**config.mk**
```make
export PLATFORM = sky130hd
export DESIGN_NAME = axil_timer
export DESIGN_NICKNAME = d
export VERILOG_FILES = /design/src/rtl/axil_timer.sv
export SDC_FILE = /design/constraint.sdc
export NUM_CORES = 1
export LEC_CHECK = 0
export ABC_AREA = 0
export CAP_MARGIN = 20
export CORE_MARGIN = 10
export CORE_UTILIZATION = 30
export DETAILED_ROUTE_END_ITERATION = 10
export HOLD_SLACK_MARGIN = 0.08
export MAX_ROUTING_LAYER = met4
export SETUP_SLACK_MARGIN = 0.2
export SYNTH_ARGS = -nofsm -noshare
export SYNTH_HDL_FRONTEND = slang
export SYNTH_SLANG_ARGS = --single-unit
```
**constraint.sdc**
```tcl
create_clock -name clk -period 3 [get_ports clk]
set_input_delay 0.6 -clock clk [delete_from_list [all_inputs] [get_ports clk]]
set_output_delay 0.6 -clock clk [all_outputs]
set_load 0.02 [all_outputs]
```
**src/rtl/axil_timer.sv**
```systemverilog
`default_nettype none
// ============================================================================
// Module   : axil_timer
// Summary  : AXI-Lite slave with N_TIMERS independent prescaled down-counting
//            timers, sticky pending flags and registered level interrupts.
// Revision : 1.0 - initial release
// ============================================================================
module axil_timer #(
    parameter int DATA_WIDTH     = 32,
    parameter int ADDR_WIDTH     = 12,
    parameter int STRB_WIDTH     = DATA_WIDTH / 8,
    parameter int N_TIMERS       = 4,
    parameter int CNT_WIDTH      = 32,
    parameter int PRESCALE_WIDTH = 16
) (
    input  logic                  clk,
    input  logic                  rstn,
    input  logic [ADDR_WIDTH-1:0] s_axil_awaddr,
    input  logic [2:0]            s_axil_awprot,
    input  logic                  s_axil_awvalid,
    output logic                  s_axil_awready,
    input  logic [DATA_WIDTH-1:0] s_axil_wdata,
    input  logic [STRB_WIDTH-1:0] s_axil_wstrb,
    input  logic                  s_axil_wvalid,
    output logic                  s_axil_wready,
    output logic [1:0]            s_axil_bresp,
    output logic                  s_axil_bvalid,
    input  logic                  s_axil_bready,
    input  logic [ADDR_WIDTH-1:0] s_axil_araddr,
    input  logic [2:0]            s_axil_arprot,
    input  logic                  s_axil_arvalid,
    output logic                  s_axil_arready,
    output logic [DATA_WIDTH-1:0] s_axil_rdata,
    output logic [1:0]            s_axil_rresp,
    output logic                  s_axil_rvalid,
    input  logic                  s_axil_rready,
    output logic [N_TIMERS-1:0]   irq,
    output logic                  irq_any
);

    localparam logic [1:0]            c_okay    = 2'b00;
    localparam logic [1:0]            c_slverr  = 2'b10;
    localparam logic [ADDR_WIDTH-4:0] c_glb_blk = (ADDR_WIDTH-3)'(32);
    localparam logic [DATA_WIDTH-1:0] c_info    =
        DATA_WIDTH'({16'd0, 8'(PRESCALE_WIDTH), 8'(N_TIMERS)});

    logic                  r_awready, r_bvalid, r_arready, r_rvalid;
    logic [1:0]            r_bresp, r_rresp;
    logic [DATA_WIDTH-1:0] r_rdata;
    logic [N_TIMERS-1:0]   r_pending, r_irq;
    logic                  r_irq_any;

    logic [DATA_WIDTH-1:0] w_wmask;
    logic [3:0]            w_wa_ch, w_ra_ch;
    logic [1:0]            w_wa_reg, w_ra_reg;
    logic                  w_wa_ch_hit, w_wa_glb, w_ra_ch_hit, w_ra_glb;
    logic [N_TIMERS-1:0]   w_w1c, w_set, w_ie;
    logic [DATA_WIDTH-1:0] w_rd_data;
    logic                  w_rd_ok;
    logic                  w_unused;

    logic [N_TIMERS-1:0][2:0]                w_ctrl_q;
    logic [N_TIMERS-1:0][PRESCALE_WIDTH-1:0] w_pre_q;
    logic [N_TIMERS-1:0][CNT_WIDTH-1:0]      w_rel_q, w_cnt_q;

    assign w_unused = ^{s_axil_awprot, s_axil_arprot, s_axil_awaddr[1:0], s_axil_araddr[1:0]};

    for (genvar b = 0; b < STRB_WIDTH; b++) begin : g_wmask
        assign w_wmask[8*b +: 8] = {8{s_axil_wstrb[b]}};
    end

    // Channel window is 0x000-0x0FF (16 bytes each); globals live at 0x100/0x104.
    assign w_wa_ch     = s_axil_awaddr[7:4];
    assign w_wa_reg    = s_axil_awaddr[3:2];
    assign w_wa_ch_hit = (s_axil_awaddr[ADDR_WIDTH-1:8] == '0) && ({28'd0, w_wa_ch} < 32'(N_TIMERS));
    assign w_wa_glb    = (s_axil_awaddr[ADDR_WIDTH-1:3] == c_glb_blk);
    assign w_ra_ch     = s_axil_araddr[7:4];
    assign w_ra_reg    = s_axil_araddr[3:2];
    assign w_ra_ch_hit = (s_axil_araddr[ADDR_WIDTH-1:8] == '0) && ({28'd0, w_ra_ch} < 32'(N_TIMERS));
    assign w_ra_glb    = (s_axil_araddr[ADDR_WIDTH-1:3] == c_glb_blk);

    assign w_w1c = (r_awready && w_wa_glb && !s_axil_awaddr[2]) ?
                   (s_axil_wdata[N_TIMERS-1:0] & w_wmask[N_TIMERS-1:0]) : '0;

    for (genvar i = 0; i < N_TIMERS; i++) begin : g_ch
        logic                      r_en, r_oneshot, r_ie;
        logic [PRESCALE_WIDTH-1:0] r_prescale, r_pcnt;
        logic [CNT_WIDTH-1:0]      r_reload, r_count;
        logic                      w_sel, w_wr_ctrl, w_wr_pre, w_wr_rel, w_tick, w_expire;
        logic [2:0]                w_ctrl_new;
        logic [PRESCALE_WIDTH-1:0] w_pre_new;
        logic [CNT_WIDTH-1:0]      w_rel_new;

        assign w_sel     = r_awready && w_wa_ch_hit && (w_wa_ch == 4'(i));
        assign w_wr_ctrl = w_sel && (w_wa_reg == 2'd0);
        assign w_wr_pre  = w_sel && (w_wa_reg == 2'd1);
        assign w_wr_rel  = w_sel && (w_wa_reg == 2'd2);

        assign w_ctrl_new = ({r_ie, r_oneshot, r_en} & ~w_wmask[2:0]) | (s_axil_wdata[2:0] & w_wmask[2:0]);
        assign w_pre_new  = (r_prescale & ~w_wmask[PRESCALE_WIDTH-1:0]) |
                            (s_axil_wdata[PRESCALE_WIDTH-1:0] & w_wmask[PRESCALE_WIDTH-1:0]);
        assign w_rel_new  = (r_reload & ~w_wmask[CNT_WIDTH-1:0]) |
                            (s_axil_wdata[CNT_WIDTH-1:0] & w_wmask[CNT_WIDTH-1:0]);

        assign w_tick   = r_en && (r_pcnt == r_prescale);
        assign w_expire = w_tick && (r_count == '0);

        always_ff @(posedge clk or negedge rstn) begin
            if (!rstn) begin
                r_en       <= 1'b0;
                r_oneshot  <= 1'b0;
                r_ie       <= 1'b0;
                r_prescale <= '0;
                r_pcnt     <= '0;
                r_reload   <= '0;
                r_count    <= '0;
            end else begin
                if (w_wr_ctrl) begin
                    r_en      <= w_ctrl_new[0];
                    r_oneshot <= w_ctrl_new[1];
                    r_ie      <= w_ctrl_new[2];
                end else if (w_expire && r_oneshot) begin
                    r_en <= 1'b0;
                end
                if (w_wr_pre) r_prescale <= w_pre_new;
                if (w_wr_rel) r_reload   <= w_rel_new;

                // An enable edge restarts the period from RELOAD; RELOAD written
                // while running is picked up only at the next expiry.
                if (w_wr_ctrl && w_ctrl_new[0] && !r_en) begin
                    r_count <= r_reload;
                    r_pcnt  <= '0;
                end else if (r_en) begin
                    if (w_tick) begin
                        r_pcnt <= '0;
                        if (r_count != '0)   r_count <= r_count - 1'b1;
                        else if (!r_oneshot) r_count <= r_reload;
                    end else begin
                        r_pcnt <= r_pcnt + 1'b1;
                    end
                end else if (w_wr_rel) begin
                    r_count <= w_rel_new;
                end
            end
        end

        assign w_set[i]    = w_expire;
        assign w_ie[i]     = r_ie;
        assign w_ctrl_q[i] = {r_ie, r_oneshot, r_en};
        assign w_pre_q[i]  = r_prescale;
        assign w_rel_q[i]  = r_reload;
        assign w_cnt_q[i]  = r_count;
    end

    always_comb begin
        w_rd_data = '0;
        w_rd_ok   = 1'b0;
        if (w_ra_ch_hit) begin
            w_rd_ok = 1'b1;
            for (int k = 0; k < N_TIMERS; k++) begin
                if (w_ra_ch == 4'(k)) begin
                    case (w_ra_reg)
                        2'd0:    w_rd_data = DATA_WIDTH'(w_ctrl_q[k]);
                        2'd1:    w_rd_data = DATA_WIDTH'(w_pre_q[k]);
                        2'd2:    w_rd_data = DATA_WIDTH'(w_rel_q[k]);
                        default: w_rd_data = DATA_WIDTH'(w_cnt_q[k]);
                    endcase
                end
            end
        end else if (w_ra_glb) begin
            w_rd_ok   = 1'b1;
            w_rd_data = s_axil_araddr[2] ? c_info : DATA_WIDTH'(r_pending);
        end
    end

    always_ff @(posedge clk or negedge rstn) begin
        if (!rstn) begin
            r_awready <= 1'b0;
            r_bvalid  <= 1'b0;
            r_bresp   <= c_okay;
        end else begin
            r_awready <= 1'b0;
            if (r_awready) begin
                r_bvalid <= 1'b1;
                r_bresp  <= (w_wa_ch_hit || w_wa_glb) ? c_okay : c_slverr;
            end else if (r_bvalid) begin
                if (s_axil_bready) r_bvalid <= 1'b0;
            end else if (s_axil_awvalid && s_axil_wvalid) begin
                r_awready <= 1'b1;
            end
        end
    end

    always_ff @(posedge clk or negedge rstn) begin
        if (!rstn) begin
            r_arready <= 1'b0;
            r_rvalid  <= 1'b0;
            r_rresp   <= c_okay;
            r_rdata   <= '0;
        end else begin
            r_arready <= 1'b0;
            if (r_arready) begin
                r_rvalid <= 1'b1;
                r_rresp  <= w_rd_ok ? c_okay : c_slverr;
                r_rdata  <= w_rd_data;
            end else if (r_rvalid) begin
                if (s_axil_rready) r_rvalid <= 1'b0;
            end else if (s_axil_arvalid) begin
                r_arready <= 1'b1;
            end
        end
    end

    // Hardware set is OR-ed in after the W1C mask so a coincident set survives.
    always_ff @(posedge clk or negedge rstn) begin
        if (!rstn) begin
            r_pending <= '0;
            r_irq     <= '0;
            r_irq_any <= 1'b0;
        end else begin
            r_pending <= (r_pending & ~w_w1c) | w_set;
            r_irq     <= r_pending & w_ie;
            r_irq_any <= |(r_pending & w_ie);
        end
    end

    assign s_axil_awready = r_awready;
    assign s_axil_wready  = r_awready;
    assign s_axil_bvalid  = r_bvalid;
    assign s_axil_bresp   = r_bresp;
    assign s_axil_arready = r_arready;
    assign s_axil_rvalid  = r_rvalid;
    assign s_axil_rresp   = r_rresp;
    assign s_axil_rdata   = r_rdata;
    assign irq            = r_irq;
    assign irq_any        = r_irq_any;

endmodule
`default_nettype wire

```
* Yosys cells after proc, flatten, opt, wreduce, memory -nomap -nowiden
Cells that the tools add are included.
Cells by class: add/subtract/negate cells 8, multipliers 0, divide/modulo/power cells 0, order comparisons 2, eq/ne operators 24, shift-type cells 0, muxes and demuxes 72, bitwise logic cells 35, reduce and logical (&&, ||, !) cells 79
Operators with widths (number):
- 2-to-1 mux 32 bit | 29
- one-hot mux 32 bit (3 select lines) | 4
- 2-to-1 mux 16 bit | 12
- AND 32 bit | 5
- zero test 32 bit | 4
- OR 32 bit | 4
- nonzero test 32 bit | 4
- subtractor 32 x 1 -> 32 bit, second input constant | 4
- AND 16 bit | 5
- adder 16 x 1 -> 16 bit, second input constant | 4
- == test 16 bit | 4
- OR 16 bit | 4
- logical AND 1 bit | 42
- inverter 32 bit | 1
- 2-to-1 mux 13 bit | 2
- 2-to-1 mux 1 bit | 22
- == test 9 x 6 -> 1 bit, second input constant | 2
- == test 4 x 2 -> 1 bit, second input constant | 4
- zero test 4 bit | 4
- inequality test 4 x 2 -> 1 bit, second input constant | 4
- inverter 16 bit | 1
- nonzero test 2 bit | 8
- AND 3 bit | 5
- AND 4 bit | 3
- 17 further kinds | 39
Word-level totals: register bits 445, latch bits 0, RAM bits 0, ROM bits 0, bits of input ports 73, output and inout port bits 46, memories 0

* Logic depth before layout (Yosys ltp)
depth after elaboration 9, gate-level depth with buffers 11, depth with buffers taken out 9

* Worst setup path before layout
No wires, ideal clock.
path type input to register, start input s_axil_awaddr[7], end register g_ch[2].r_count[0], arrival time 2.639 ns, required time 2.858 ns, path slack 0.219 ns, stages on the path 10, path buffers 3, path through or3_1 > clkbuf_1 > or2_0 > clkbuf_1 > nor3_4 > nor3_1 > a311o_1 > buf_2 > a211oi_1 > a211oi_1
On the way: cells in the longest elaborated chain, start to end 9
RTL lines:
- from (decl) | RTL line 18 | input logic [ADDR_WIDTH-1:0] s_axil_awaddr,
- < comparator 4 x 3 -> 1 bit | RTL line 75 | assign w_wa_ch_hit = (s_axil_awaddr[ADDR_WIDTH-1:8] == '0) && ({28'd0, w_wa_ch} < 32'(N_TIMERS));
- logical AND 1 bit | RTL line 75
- logical AND 1 bit | RTL line 94 | assign w_sel = r_awready && w_wa_ch_hit && (w_wa_ch == 4'(i));
- logical AND 1 bit (*) | RTL line 94
- logical AND 1 bit | RTL line 95 | assign w_wr_ctrl = w_sel && (w_wa_reg == 2'd0);
- logical AND 1 bit (2 in series) | RTL line 130 | if (w_wr_ctrl && w_ctrl_new[0] && !r_en) begin
- inequality test 4 x 2 -> 1 bit (no source line), or another cell as far along
- AND reduction 3 bit (no source line)
- to (signal assigned) | RTL line 131 | r_count <= r_reload;
- to (signal assigned) | RTL line 136 | if (r_count != '0) r_count <= r_count - 1'b1;
- to (signal assigned) | RTL line 137 | else if (!r_oneshot) r_count <= r_reload;
- to (decl) | RTL line 88 | logic [CNT_WIDTH-1:0] r_reload, r_count;
Mark *: on every way between the ends. The rest lies on a longest branch, timed or not. A chain may end at the register's enable or synchronous reset.

* Final worst setup path
start input s_axil_awaddr[9], end register g_ch[3].r_count[5]
On the way: cells in the longest elaborated chain, start to end 9
RTL lines (RTL line):
- zero test 4 bit (*) | 75
- logical AND 1 bit (*) | 75
- logical AND 1 bit (*) (2 in series) | 94
- logical AND 1 bit | 95
- logical AND 1 bit (2 in series) | 130
- inequality test 4 x 2 -> 1 bit (no source line), or another cell as far along
- AND reduction 3 bit (no source line)
- to (signal assigned) | 131
- to (signal assigned) | 136
- to (signal assigned) | 137
- to (decl) | 88
Marks and branches as above.

==> results by group <==
Run status
  – Outcome: finished, final reports clean

Yosys
  – Synthesized area per cell: 9.439 µm²
  – Post-synthesis instance total: 2835
  – Most used DFF post-synth: dfrtp_1
  – Number of synthesized flops with an enable pin: 0
  – Post-Syn Area: 26760 µm²
  – Synth top area share: 41.43%
  – Largest cells by area after synthesis: dfrtp_1, mux2_2, o21ai_0
  – Synth cell types: 94
  – Yosys top cell by area: dfrtp_1
  – Post-synth ARST share: 100.0%
  – Ys Warns: 0
  – Register area share after synthesis: 41.43%
  – Flops & latches, synth: 443

Floorplan
  – Core footprint: 88510 µm²
  – Die area: 101500 µm²
  – Die height: 318.7 µm
  – Starting density of the core: 30.23%
  – Die Span X: 318.7 µm
  – Placement row count: 109
  – IO Pins: 119

Critical path
  – FF-to-FF path depth: 10
  – WP data arrival: 3.25 ns
  – Crit Path Class: input port to flop
  – Critical-path top delay cell: or4_1
  – CP Buf/Inv Count: 2
  – CP Launch Type: input port
  – Family with the most delay on the worst path: simple AND/OR/NAND/NOR gates
  – CP Depth: 8
  – Crit-path max FO: 6
  – Max incr delay on CP: 0.72 ns
  – WP data required: 3.52 ns
  – CP endpoint kind: flop
  – Crit path cell chain: clkdlybuf4s50_1 > or3_4 > or4_1 > buf_4 > and3_1 > nor2_2 > a221oi_1 > o21ai_0

Route
  – TritonRoute pass-1 iters: 6
  – Initial drt markers: 2494
  – Drt drc: 0
  – DRT antenna net count: 0
  – Vias: 24830
  – Vias per cell: 5.723
  – Routed WL: 102.9 mm
  – Drt wl/cell: 23.71 µm

Clock tree
  – Clock sink count: 443
  – Maximum clock insertion buffer count: 3
  – CTS tree: yes
  – Root Driver: clkbuf_16
  – Clk slew on worst S/H paths: 0.06 ns
  – Worst-Skew Late Latency: 0.62 ns
  – H-tree Lvls: 2
  – CTS Buf Count: 53

Layout
  – Post-layout util: 37.50%
  – Fill count: 8786
  – # nets final: 3212
  – Share of layout cells above drive strength 1: 24.05%
  – Final non-filler cell total: 4339
  – Synth-to-layout area growth: 24.04%
  – Most common cell after layout, fill and taps aside: dfrtp_1
  – Most frequent cells in the layout: dfrtp_1, buf_4, o21ai_0, mux2_2, nand2_1
  – Post-route cell area: 33190 µm²

STA
  – Worst-margin pin slew: 0.8193 ns
  – Final period utilization: 90.90%
  – Min Tclk post-route: 2.727 ns
  – Setup TNS: 0 ns
  – Min Hold Slack: 0.4501 ns
  – F_max: 366.7 MHz
  – Finish-stage setup viols: 0
  – Skew final: 0.03277 ns
  – Fin. Hold Viols: 0
  – Unrepaired setup endpoints after global routing: true
  – Slew Limit Fails: 0
  – Worst setup margin: 0.2730 ns
  – Slew headroom: 43.97%

Pwr
  – P per Cell Area: 452.1 nW/µm²
  – Total power: 15.01 mW
  – Peak supply drop: 0.4351 mV
  – Pleak: 14.51 nW

GRT
  – Pin count of the biggest net entering global routing: 80
  – GR Util All Layers: 20.09%
  – First-pass GRT wire length: 154.6 mm
  – Initial antenna violation count: 3
  – Total global routing overflow: 0
  – Vias in the first global route: 23750

Place
  – Placed cell count: 4231
  – Buffers on Ports: 106
  – Pre-CTS worst setup slack: -0.3975 ns
  – Placed cell areas: 31180 µm²
  – Final RePlAce weighted congestion: 0.9609
  – Final HPWL DP: 76.59 mm

Min path
  – Worst hold path type: flop to flop
  – Hold Path Depth: 1

Run
  – Number of max-cap violations: 0
==> cells in the mapped netlist, drive strengths merged, types with 29 or more instances <==
cell type,instances
mux4,29
o2bb2ai,31
xnor2,48
o21ai,284
and3,55
mux2i,54
a211oi,35
nor4,54
a21oi,151
inv,56
o22ai,40
clkbuf,150
a22oi,45
buf,38
dfrtp,443
nor3,85
nor2,221
nand2,247
xor2,69
a221oi,42
mux2,259
nand3,75
==> cell families after synthesis <==
| logic type | after synthesis | synth area share (%) |
|---|---|---|
| and+or+nand+nor | 888 | 16.53 |
| AOI/OAI and AO/OA | 787 | 18.67 |
| DFF | 443 | 41.43 |
| muxes | 342 | 15.36 |
| buffers and inverters | 246 | 3.647 |
| xor gates and xnor gates | 117 | 3.829 |
| adders and majority gates | 11 | 0.5143 |
| other | 1 | 0.01401 |
==> power by group <==
group / leakage, nW / internal [mW] / switching, mW / total, mW
Sequential: 5.78 / 6.14 / 0.251 / 6.39
Clock: 0.868 / 3.94 / 2.73 / 6.67
Combinational: 7.86 / 0.767 / 1.18 / 1.94
==> final timing paths <==
kind	slack, ns	endpoint	start
worst max-delay path	0.27	g_ch[3].r_count[5]	s_axil_awaddr[9]
worst min-delay path	0.45	s_axil_awready	s_axil_bvalid
worst max register to register	0.28	g_ch[0].r_count[19]	g_ch[0].r_count[5]
worst min register to register	0.45	s_axil_awready	s_axil_bvalid
max in group asynchronous	1.46	s_axil_rdata[16]	rstn
min in group asynchronous	0.52	g_ch[3].r_reload[2]	rstn
==> repair_timing <==
| action | 4_1_cts | 5_1_grt |
|---|---|---|
| setup endpoints to repair | 21 | 114 |
| buffers inserted | 3 | 3 |
| endpoints found under the hold margin | 34 | 0 |
| pin swaps | 2 | 5 |
| hold buffers | 1 | 0 |
| gates resized for setup | 4 | 41 |
==> layer usage <==
layer / GRT usage (%) / vias up / wire length [µm] / part of all wire, %
li1: - / 11190 / - / -
met5: - / - / 0 / 0
met4: 7.326 / 0 / 4102 / 4.0
met2: 28.70 / 1104 / 43520 / 42
met3: 3.779 / 213 / 8776 / 8.5
met1: 27.89 / 12330 / 46500 / 45
==> area by class of cell <==
| type | count | area, µm² | area share, % |
|---|---|---|---|
| Inverter | 58 | 217.7 | 0.6559 |
| Timing Repair Buffer | 425 | 3781 | 11.39 |
| Multi-Input combinational cell | 2147 | 14880 | 44.83 |
| Antenna cell | 6 | 15.01 | 0.04523 |
| Clock inverter | 23 | 274.0 | 0.8255 |
| Tap cell | 1165 | 1458 | 4.391 |
| Clock buffer | 72 | 1478 | 4.452 |
| Sequential cell | 443 | 11090 | 33.40 |
Note: power is estimated with default switching activity, not from simulation.
